===== config.mk =====
export PLATFORM = sky130hd
export DESIGN_NAME = rc_motor_driver
export DESIGN_NICKNAME = d
export VERILOG_FILES = /design/src/rtl/rc_car_pkg.sv /design/src/rtl/rc_pwm_gen.sv /design/src/rtl/rc_motor_driver.sv
export SDC_FILE = /design/constraint.sdc
export NUM_CORES = 1
export LEC_CHECK = 0
export ABC_AREA = 1
export CAP_MARGIN = 20
export CORE_MARGIN = 1.5
export CORE_UTILIZATION = 30
export DETAILED_ROUTE_END_ITERATION = 12
export GPL_ROUTABILITY_DRIVEN = 0
export GPL_TIMING_DRIVEN = 0
export HOLD_SLACK_MARGIN = 0.15
export PLACE_DENSITY_LB_ADDON = 0.05
export SETUP_SLACK_MARGIN = 0.5
export SLEW_MARGIN = 20
export SYNTH_ARGS = -nofsm -noshare
export SYNTH_HDL_FRONTEND = slang
export SYNTH_SLANG_ARGS = --single-unit

===== constraint.sdc =====
create_clock -name clk -period 3.25 [get_ports clk]
set_input_delay 0.4875 -clock clk [delete_from_list [all_inputs] [get_ports clk]]
set_output_delay 0.4875 -clock clk [all_outputs]
set_load 0.005 [all_outputs]

===== src/rtl/rc_car_pkg.sv =====
// Shared definitions for the RC-car control path: motion codes, keyboard
// command codes, motor-driver FSM states and the H-bridge pin map.
package rc_car_pkg;

  // Motion states produced by the command decoder
  localparam logic [2:0] STOP     = 3'd0;
  localparam logic [2:0] FORWARD  = 3'd1;
  localparam logic [2:0] BACKWARD = 3'd2;
  localparam logic [2:0] GO_LEFT  = 3'd3;
  localparam logic [2:0] GO_RIGHT = 3'd4;

  // ASCII command keys decoded upstream
  localparam logic [7:0] KEY_Q     = 8'h71;
  localparam logic [7:0] KEY_W     = 8'h77;
  localparam logic [7:0] KEY_E     = 8'h65;
  localparam logic [7:0] KEY_R     = 8'h72;
  localparam logic [7:0] KEY_SPACE = 8'h20;

  // Motor driver sequencing states
  typedef enum logic [1:0] {
    IDLE  = 2'd0,
    RUN   = 2'd1,
    DRAIN = 2'd2,
    DEAD  = 2'd3
  } drv_state_t;

  // {IN1,IN2,IN3,IN4}: left = IN1/IN2, right = IN3/IN4; 10 fwd, 01 rev
  function automatic logic [3:0] dir_to_pins(input logic [2:0] cmd);
    logic [3:0] pins;
    case (cmd)
      FORWARD:  pins = 4'b1010;
      BACKWARD: pins = 4'b0101;
      GO_LEFT:  pins = 4'b0110;
      GO_RIGHT: pins = 4'b1001;
      default:  pins = 4'b0000;
    endcase
    return pins;
  endfunction

endpackage


===== src/rtl/rc_pwm_gen.sv =====
// Free-running PWM: pcnt counts 0..PWM_PERIOD-1, output is the registered
// compare pcnt < duty. cut forces the output low on the next edge.
module rc_pwm_gen #(
  parameter int unsigned PWM_PERIOD = 100,
  parameter int unsigned DW         = $clog2(PWM_PERIOD + 1)
) (
  input  logic          clk,
  input  logic          rst,
  input  logic          cut,
  input  logic [DW-1:0] duty,
  output logic          pwm
);

  localparam logic [DW-1:0] PCNT_LAST = DW'(PWM_PERIOD - 1);

  logic [DW-1:0] pcnt;

  // Period counter, wraps after PWM_PERIOD-1
  always_ff @(posedge clk) begin
    if (rst)                    pcnt <= '0;
    else if (pcnt == PCNT_LAST) pcnt <= '0;
    else                        pcnt <= pcnt + 1'b1;
  end

  // Registered compare; duty=0 never fires, duty=PWM_PERIOD always fires
  always_ff @(posedge clk) begin
    if (rst || cut) pwm <= 1'b0;
    else            pwm <= (pcnt < duty);
  end

endmodule


===== src/rtl/rc_motor_driver.sv =====
// Dual H-bridge driver: duty ramp, drain + dead-time on direction changes,
// immediate cut-off on a crash while forward motion is involved.
module rc_motor_driver
  import rc_car_pkg::*;
#(
  parameter int unsigned PWM_PERIOD = 100,
  parameter int unsigned RAMP_DIV   = 1000,
  parameter int unsigned DEADTIME   = 5000,
  parameter int unsigned DUTY_FWD   = 80,
  parameter int unsigned DUTY_TURN  = 50,
  localparam int unsigned DW        = $clog2(PWM_PERIOD + 1)
) (
  input  logic          clk,
  input  logic          rst,
  input  logic [2:0]    cmd_state,
  input  logic          is_crush,
  output logic [3:0]    motor_in,
  output logic          ena,
  output logic          enb,
  output logic [DW-1:0] duty,
  output logic          busy
);

  localparam int unsigned RW = (RAMP_DIV > 1) ? $clog2(RAMP_DIV) : 1;
  localparam int unsigned TW = (DEADTIME > 1) ? $clog2(DEADTIME) : 1;

  localparam logic [RW-1:0] RAMP_LAST  = RW'(RAMP_DIV - 1);
  localparam logic [TW-1:0] DEAD_LAST  = TW'(DEADTIME - 1);
  localparam logic [DW-1:0] DUTY_FWD_W = DW'(DUTY_FWD);
  localparam logic [DW-1:0] DUTY_TRN_W = DW'(DUTY_TURN);

  drv_state_t    state;
  logic [2:0]    cur_dir;
  logic [RW-1:0] ramp_cnt;
  logic [TW-1:0] dead_cnt;

  logic [2:0]    cmd_eff;
  logic          crash;
  logic [DW-1:0] target;
  logic [DW-1:0] duty_next;
  logic [RW-1:0] ramp_next;
  logic          pwm;

  // Command sanitising: unknown codes stop, forward is refused while crashed
  always_comb begin
    cmd_eff = (cmd_state > GO_RIGHT) ? STOP : cmd_state;
    if (is_crush && (cmd_eff == FORWARD)) cmd_eff = STOP;
  end

  // Cut-off only matters while the bridge may be powered (RUN/DRAIN); in DEAD
  // and IDLE duty is already 0 and the forward mask keeps it from restarting.
  always_comb begin
    crash = is_crush && ((state == RUN) || (state == DRAIN)) &&
            ((cur_dir == FORWARD) || (cmd_state == FORWARD));
  end

  // Ramp target and one saturating step toward it per ramp wrap
  always_comb begin
    target = '0;
    if (cmd_eff == cur_dir)
      target = ((cur_dir == FORWARD) || (cur_dir == BACKWARD)) ? DUTY_FWD_W : DUTY_TRN_W;
    ramp_next = (ramp_cnt == RAMP_LAST) ? '0 : ramp_cnt + 1'b1;
    duty_next = duty;
    if (ramp_cnt == RAMP_LAST) begin
      if (duty < target)      duty_next = duty + 1'b1;
      else if (duty > target) duty_next = duty - 1'b1;
    end
  end

  // Sequencing FSM with registered pins, duty and busy
  always_ff @(posedge clk) begin
    if (rst) begin
      state    <= IDLE;
      cur_dir  <= STOP;
      duty     <= '0;
      ramp_cnt <= '0;
      dead_cnt <= '0;
      motor_in <= '0;
      busy     <= 1'b0;
    end else if (crash) begin
      state    <= DEAD;
      cur_dir  <= STOP;
      duty     <= '0;
      ramp_cnt <= '0;
      dead_cnt <= DEAD_LAST;
      motor_in <= '0;
      busy     <= 1'b1;
    end else begin
      case (state)
        IDLE: begin
          duty     <= '0;
          ramp_cnt <= '0;
          busy     <= 1'b0;
          if (cmd_eff != STOP) begin
            cur_dir  <= cmd_eff;
            motor_in <= dir_to_pins(cmd_eff);
            state    <= RUN;
          end else begin
            motor_in <= '0;
          end
        end
        RUN: begin
          if ((cmd_eff == STOP) && (duty == '0)) begin
            state    <= IDLE;
            cur_dir  <= STOP;
            motor_in <= '0;
            ramp_cnt <= '0;
          end else begin
            duty     <= duty_next;
            ramp_cnt <= ramp_next;
            if ((cmd_eff != cur_dir) && (cmd_eff != STOP)) begin
              state <= DRAIN;
              busy  <= 1'b1;
            end
          end
        end
        DRAIN: begin
          if (cmd_eff == cur_dir) begin
            state    <= RUN;
            busy     <= 1'b0;
            duty     <= duty_next;
            ramp_cnt <= ramp_next;
          end else if (duty == '0) begin
            state    <= DEAD;
            motor_in <= '0;
            dead_cnt <= DEAD_LAST;
            ramp_cnt <= '0;
          end else begin
            duty     <= duty_next;
            ramp_cnt <= ramp_next;
          end
        end
        DEAD: begin
          duty     <= '0;
          ramp_cnt <= '0;
          if (dead_cnt == '0) begin
            busy <= 1'b0;
            if (cmd_eff == STOP) begin
              state   <= IDLE;
              cur_dir <= STOP;
            end else begin
              state    <= RUN;
              cur_dir  <= cmd_eff;
              motor_in <= dir_to_pins(cmd_eff);
            end
          end else begin
            dead_cnt <= dead_cnt - 1'b1;
          end
        end
        default: state <= IDLE;
      endcase
    end
  end

  rc_pwm_gen #(
    .PWM_PERIOD(PWM_PERIOD),
    .DW        (DW)
  ) u_pwm (
    .clk (clk),
    .rst (rst),
    .cut (crash),
    .duty(duty),
    .pwm (pwm)
  );

  assign ena = pwm;
  assign enb = pwm;

endmodule


==> flow_metrics.py, run 1 <==
metrics = {
    "routing": {
        "drc_errors": 0,
        "drtPass1Iterations": 4,
        "drtIter0Drc": 132,
        "antenna_left": 0,
        "wl_per_cell_um": 12.0,
        "vias": 3195,
        "drt-total-wl_um": 8230,
        "routed_via_density": 4.65,
    },
    "clock_network": {
        "cts_made_buffers": 5,
        "cts_tree": "built",
        "clock_path_buffers": 2,
        "cts.htree.levels": 2,
        "cts.sinks": 48,
        "cts_root_buf": "clkbuf_16",
        "clk_pin_slew_ps": 70,
        "clock_latency_ps": 280,
    },
    "worst_hold_path": {
        "hp-class": "flip-flop to flip-flop",
    },
    "critical_path": {
        "startpoint_type": "input port",
        "cp_cell_sequence": "buf_12, nor2_4, nand3_2, nand2_2, nand3_4, nor2_4, inv_1, ha_1, nand2_2, inv_2, a21oi_4, nand2_8, ha_4, buf_4, a21oi_2, nand2_1, nor2b_2, nand3_1, nand2_1, nor2_1, nand2_1, a21oi_1",
        "slowest_stage": "ha_1",
        "path_common_cell": "nand2_1",
        "arrival_ps": 2970,
        "worst-path-max-fanout": 8,
        "path_class": "input port to flip-flop",
        "max_stage_delay_ps": 280,
        "crit_path_end_kind": "flip-flop",
        "crit_required_ps": 3400,
    },
    "yosys": {
        "netlist_area_um2": 3380,
        "synth_largest_area_cell": "dfxtp_1",
        "synth.area.top_cells": "dfxtp_1 28%, nand2_1 11%, nor2_1 8.9%, ha_1 8.5%, inv_1 6.8%",
        "syn_inst": 502,
        "synthFlopType": "dfxtp_1",
        "synth-seq-cells": 48,
        "syn_avg_cell_area_um2": 6.74,
        "yosysMostFrequentCell": "nand2_1",
        "synth_edf_count": 0,
        "synth_fp_nets": 532,
        "yosysTopAreaCellShare": 0.284,
        "ys_top_cells_by_count": "102 x nand2_1, 80 x nor2_1, 61 x inv_1",
        "yosysWarnings": 0,
        "ys_types": 37,
        "seq_area_frac_synth": 0.284,
        "async_reset_ff_frac": 0,
    },
    "global_routing": {
        "grt_pass1_wl_um": 14300,
        "grt_overflow": 0,
        "antenna_found_initial": 0,
        "grt_max_degree": 16,
        "grt_usage": 0.150,
        "grt_pass1_vias": 3062,
    },
    "placed_design": {
        "io_buffer_count": 18,
        "placedCellCount": 660,
        "dpl_worst_slack_ps": -790,
        "dpl.hpwl_um": 6260,
    },
    "sta": {
        "maxSlewViolCount": 0,
        "relSlewSlack": 0.447,
        "setup_viol": 0,
        "setup_tns_ps": 0,
        "layout_min_cycle_time_ps": 2820,
        "fin_crit_sh": 0.868,
        "fin_ws_ps": 428,
        "rsz0062_at_grt": "yes",
        "skew_ps": 6.84,
        "worst_pin_slew_ps": 822,
        "fmax_mhz": 354,
        "hold_viol": 0,
    },
    "power": {
        "peakVddDrop_v": 0.000553,
        "powerDensity_nw_per_um2": 1010,
        "p_leak_nw": 1.93,
    },
    "floorplan": {
        "dieArea_um2": 11900,
        "core-area_um2": 10900,
        "ios": 20,
        "die_w_um": 109,
        "floorplan.rows": 38,
        "chipHeight_um": 109,
        "start_util": 0.309,
    },
    "status": {
        "status": "complete, no violations",
    },
    "run": {
        "cap_viol_max_count": 0,
    },
    "cells_and_area": {
        "ff_latch_area_um2": 965,
        "antenna_cells": 0,
        "layout.cells.non_filler": 687,
        "final_util": 0.396,
        "fillers": 1182,
        "drive_gt1_frac": 0.197,
        "multi_input_area_um2": 2360,
        "fin_nets": 576,
        "syn2layout_area_growth_pct": 28.0,
    },
}
## registers in the layout, summed over array words and instances (netlist names)
register,count
motor_in,4
dead_cnt,13
duty,7
u_pwm.pcnt,7
ramp_cnt,10
state,2
cur_dir,3
u_pwm.pwm,1
busy,1
## critical path, delay by kind of cell
family	cells	cell delay, ps
AO/OA/AOI/OAI	3	410
adder cells (fa/ha/maj)	2	550
buffers and inverters	4	340
AND/OR/NAND/NOR	13	1180
## metal layers
metal | up-vias | global-route usage | wire [µm]
met2 | 27 | 0.265 | 3920
met5 | - | 0 | 0
li1 | 1710 | - | -
met1 | 1456 | 0.193 | 4130
met3 | 2 | 0.0251 | 151
met4 | 0 | 0.0223 | 37
## report_power, final
group          total, W  switching, W  leakage, nW  internal (W)
Clock          0.000590      0.000228       0.0798      0.000362
Sequential     0.000849      0.000134        0.393      0.000715
Combinational   0.00292       0.00160         1.45       0.00133
Total           0.00436       0.00196         1.93       0.00240
## cells by family after synthesis
group                      count (synthesis)  synth area share
buffers and inverters                     74            0.0865
xor gates and xnor gates                  20            0.0540
adders and majority gates                 24            0.0910
DFF                                       48             0.284
and+or+nand+nor                          283             0.399
AOI/OAI and AO/OA                         53            0.0854
## metrics by stage
step                      cell area (µm²)  total power, W  hold WS, ps
after global placement               3860         0.00320          425
after CTS                            4210         0.00416          454
after global routing                 4330         0.00481          475
after detailed placement             3860         0.00321          438
after floorplan                      3500         0.00266          418
final                                4330         0.00436          450
## placed cells by master, fill, tap and decap left out, types with 3 or more instances in the layout
master            n
buf_6             6
clkbuf_16         5
xnor2_1           5
inv_1            55
a21oi_1          26
buf_4            16
inv_2             9
nand3_1          36
nor2_2            4
ha_1             17
nand2_2          12
nand2_4           7
nand2_1          95
nand4_1          20
clkdlybuf4s50_1  14
nor2_1           77
nor2_4            3
nor3_1            4
o21ai_0          11
nand3_2           9
xor2_1           14
dfxtp_1          47
buf_2             4
o21ai_1           4
ha_4              6
## area by class of cell
type	instances	share of cell area
Clock inverter	3	0.00982
Buffer	7	0.00953
Multi-Input combinational cell	380	0.544
Tap cell	140	0.0404
Timing Repair Buffer	37	0.0806
Inverter	67	0.0638
Sequential cell	48	0.223
Clock buffer	5	0.0289
## worst paths after layout
kind | cells after the start | from | slack [ps] | endpoint
worst max-delay path | 22 | cmd_state[2] | 430 | duty[6]
worst min-delay path | 1 | ramp_cnt[0] | 450 | ramp_cnt[0]
worst max register to register | 21 | cur_dir[1] | 460 | duty[6]
worst min register to register | 1 | ramp_cnt[0] | 450 | ramp_cnt[0]
## repair_timing
action,in CTS,in global routing
setup endpoints to repair,7,7
hold endpoints to repair,0,0
pin swaps,12,27
setup buffers,13,6
gates resized for setup,41,23
hold buffers,0,0
Note: power is estimated with default switching activity, not from simulation.
==> run 2: changes to the inputs <==
--- a/config.mk
+++ b/config.mk
@@ -9,6 +9,7 @@
 export CAP_MARGIN = 20
 export CORE_MARGIN = 1.5
 export CORE_UTILIZATION = 30
+export CTS_CLUSTER_DIAMETER = 150
 export DETAILED_ROUTE_END_ITERATION = 12
 export GPL_ROUTABILITY_DRIVEN = 0
 export GPL_TIMING_DRIVEN = 0
@@ -18,4 +19,5 @@
 export SLEW_MARGIN = 20
 export SYNTH_ARGS = -nofsm -noshare
 export SYNTH_HDL_FRONTEND = slang
+export SYNTH_HIERARCHICAL = 1
 export SYNTH_SLANG_ARGS = --single-unit
==> run 2 against run 1 <==
- non-clock buffer count decreased by 3
- global-route usage decreased by 0.14 points
- design area decreased by 4.1%
- utilization increased by 0.081 points
- sequential share of layout area increased by 0.96 points
- highest routed layer unchanged
- total power decreased by 12%
- synthesized cell count decreased by 1.6%
- critical path type unchanged
- fmax decreased by 1.7%
- wire length decreased by 2.1%
- largest power group unchanged
- largest cell class unchanged
- synthesized area decreased by 3.5%
==> flow_metrics.py, run 2 <==
metrics = {
    "sta": {
        "setup_viol": 0,
        "layout_min_cycle_time_ps": 2870,
        "setup_tns_ps": 0,
        "skew_ps": 8.18,
        "rsz0062_at_grt": "yes",
        "fin_hold_ws_ps": 479,
        "relSlewSlack": 0.631,
        "worst_pin_slew_ps": 547,
        "fin_crit_sh": 0.883,
        "hold_viol": 0,
        "fmax_mhz": 348,
        "maxSlewViolCount": 0,
    },
    "cells_and_area": {
        "ff_latch_area_um2": 965,
        "fillers": 1159,
        "syn2layout_area_growth_pct": 27.2,
        "mostFrequentLayoutCell": "nand2_1",
        "fin_nets": 568,
        "largest_register_ff_count": 13,
        "drive_gt1_frac": 0.197,
        "multi_input_area_um2": 2240,
        "layout_common_cells": "87 x nand2_1, 82 x nor2_1, 64 x inv_1",
        "largestRegisters": "dead_cnt: 13 flops, ramp_cnt: 10 flops",
        "max_flop_register": "dead_cnt",
        "antenna_cells": 0,
    },
    "yosys": {
        "ys_top_cells_by_count": "93 x nand2_1, 88 x nor2_1, 72 x inv_1",
        "synth.area.top_cells": "dfxtp_1 29%, nand2_1 11%, nor2_1 10%, ha_1 8.8%, inv_1 8.3%",
        "seq_area_frac_synth": 0.294,
        "ys_types": 36,
        "synth-seq-cells": 48,
        "syn_avg_cell_area_um2": 6.61,
        "yosysMostFrequentCell": "nand2_1",
        "synth_edf_count": 0,
        "netlist_area_um2": 3270,
        "synthFlopType": "dfxtp_1",
        "synth_largest_area_cell": "dfxtp_1",
        "synth_fp_nets": 524,
        "yosysWarnings": 6,
        "async_reset_ff_frac": 0,
        "yosysTopAreaCellShare": 0.294,
        "syn_inst": 494,
    },
    "critical_path": {
        "crit_path_end_kind": "flip-flop",
        "worst-path-max-fanout": 4,
        "crit_required_ps": 3450,
        "slowest_stage": "fa_2",
        "r2r-end": "duty[4]",
        "timing.rr.start": "cur_dir[2]",
        "max_stage_delay_ps": 380,
        "startpoint_type": "input port",
        "path_common_cell": "nand2_4",
        "path_class": "input port to flip-flop",
        "r2r_slack_ps": 420,
        "cp_cell_sequence": "buf_8, nor2_4, nand2_4, nand2_2, nand2_2, nor2_4, nand2_4, nor2_4, inv_2, ha_4, nand2_4, inv_4, a21boi_4, buf_4, buf_6, nand2_4, inv_2, fa_2, o31ai_4, xnor2_1, nor2_1, o21ai_1, nor2_1",
        "reg2regPathDepth": 21,
        "arrival_ps": 3070,
    },
    "floorplan": {
        "dieArea_um2": 11500,
        "chipHeight_um": 107,
        "core-area_um2": 10500,
        "die_w_um": 107,
        "floorplan.rows": 37,
        "ios": 20,
        "start_util": 0.312,
    },
    "routing": {
        "drt-total-wl_um": 8060,
        "drtPass1Iterations": 4,
        "wl_per_cell_um": 11.9,
        "antenna_left": 0,
        "routed_via_density": 4.65,
        "vias": 3141,
        "drtIter0Drc": 116,
        "drc_errors": 0,
    },
    "placed_design": {
        "io_buffer_count": 19,
        "dpl.hpwl_um": 5940,
    },
    "clock_network": {
        "clock_path_buffers": 2,
        "cts_made_buffers": 5,
        "cts_root_buf": "clkbuf_8",
        "clock_latency_ps": 300,
        "cts.htree.levels": 2,
        "clk_pin_slew_ps": 90,
        "hold_buffers": 0,
        "cts_tree": "built",
        "cts.sinks": 48,
    },
    "worst_hold_path": {
        "hold_path_startpoint": "u_pwm/pcnt[0]",
        "hp-class": "flip-flop to flip-flop",
        "holdPathStages": 1,
        "whs_endpoint": "u_pwm/pcnt[0]",
    },
    "global_routing": {
        "grt_overflow": 0,
        "grt_usage": 0.148,
        "grt_pass1_wl_um": 13800,
        "grt_max_degree": 15,
        "antenna_found_initial": 0,
        "grt_pass1_vias": 3051,
    },
    "status": {
        "status": "complete, no violations",
    },
    "power": {
        "peakVddDrop_v": 0.000459,
        "powerDensity_nw_per_um2": 922,
        "p_leak_nw": 1.89,
    },
    "run": {
        "cap_viol_max_count": 0,
    },
}
[run 2: cell types whose count changed after synthesis, moves of 3 or more]
cell / delta
a21oi_1: -4
inv_1: +11
inv_2: -3
nand2_1: -9
nand3_1: +3
nand4_1: -14
nor2_1: +8
nor3b_2: +3
o21ai_0: +13
o21bai_1: +3
or2_2: -4
xor2_1: -6
[run 2: area by class of cell]
cell class | instances | share of cell area
Tap cell | 136 | 0.0410
Multi-Input combinational cell | 367 | 0.539
Clock inverter | 1 | 0.00723
Buffer | 6 | 0.00934
Inverter | 75 | 0.0693
Clock buffer | 7 | 0.0232
Sequential cell | 48 | 0.232
Timing Repair Buffer | 35 | 0.0783
[run 2: cell families after synthesis]
| logic type | after synthesis | synth area share |
|---|---|---|
| AND/OR/NAND/NOR | 266 | 0.376 |
| XOR/XNOR | 11 | 0.0295 |
| buffers and inverters | 81 | 0.0981 |
| flip-flops | 48 | 0.294 |
| adder cells (fa/ha/maj) | 24 | 0.0943 |
| AO/OA/AOI/OAI | 64 | 0.108 |
[run 2: layer usage]
layer,vias up,wire (µm),GRT usage
li1,1669,-,-
met1,1440,3910,0.188
met2,30,3940,0.263
met3,2,168,0.0212
met4,0,37,0.0376
met5,-,0,0
[run 2: timing repair]
item | 4_1_cts | 5_1_grt
resized for setup | 37 | 26
setup endpoints to repair | 7 | 7
pin swaps | 26 | 26
endpoints found under the hold margin | 0 | 0
gates cloned | 1 | 1
buffers inserted | 11 | 5
[run 2: through the flow]
stage	worst slack (ps)	instance area, µm²	util	total power, W	std cells
finish	379	4150	0.397	0.00383	675
global route	256	4150	0.397	0.00422	675
CTS	448	3990	0.382	0.00357	669
detailed placement	-458	3720	0.356	0.00286	649
global placement	-461	3720	0.356	0.00287	649
floorplan	365	3360	-	0.00238	494
[run 2: worst max-delay path by stage]
| stage | startpoint | slack, ps | endpoint |
|---|---|---|---|
| 6_report | cmd_state[0] | 380 | duty[4] |
| 5_1_grt | cmd_state[0] | 260 | duty[6] |
| 4_1_cts | cmd_state[1] | 450 | duty[6] |
| 3_5_place_dp | cmd_state[0] | -460 | duty[6] |
| 3_3_place_gp | cmd_state[0] | -460 | duty[6] |
| 2_1_floorplan | cmd_state[0] | 360 | duty[6] |
[run 2: power by group]
group          leakage (nW)  switching, W  internal [W]
Combinational          1.43       0.00143       0.00108
Clock                0.0645      0.000210      0.000272
Sequential            0.392      0.000133      0.000708
[run 2: worst max-delay path: cells and delay by family]
kind | cells | cell delay [ps]
and+or+nand+nor | 11 | 850
buffers and inverters | 6 | 520
xor gates and xnor gates | 1 | 140
adders and majority gates | 2 | 640
AOI/OAI and AO/OA | 3 | 430
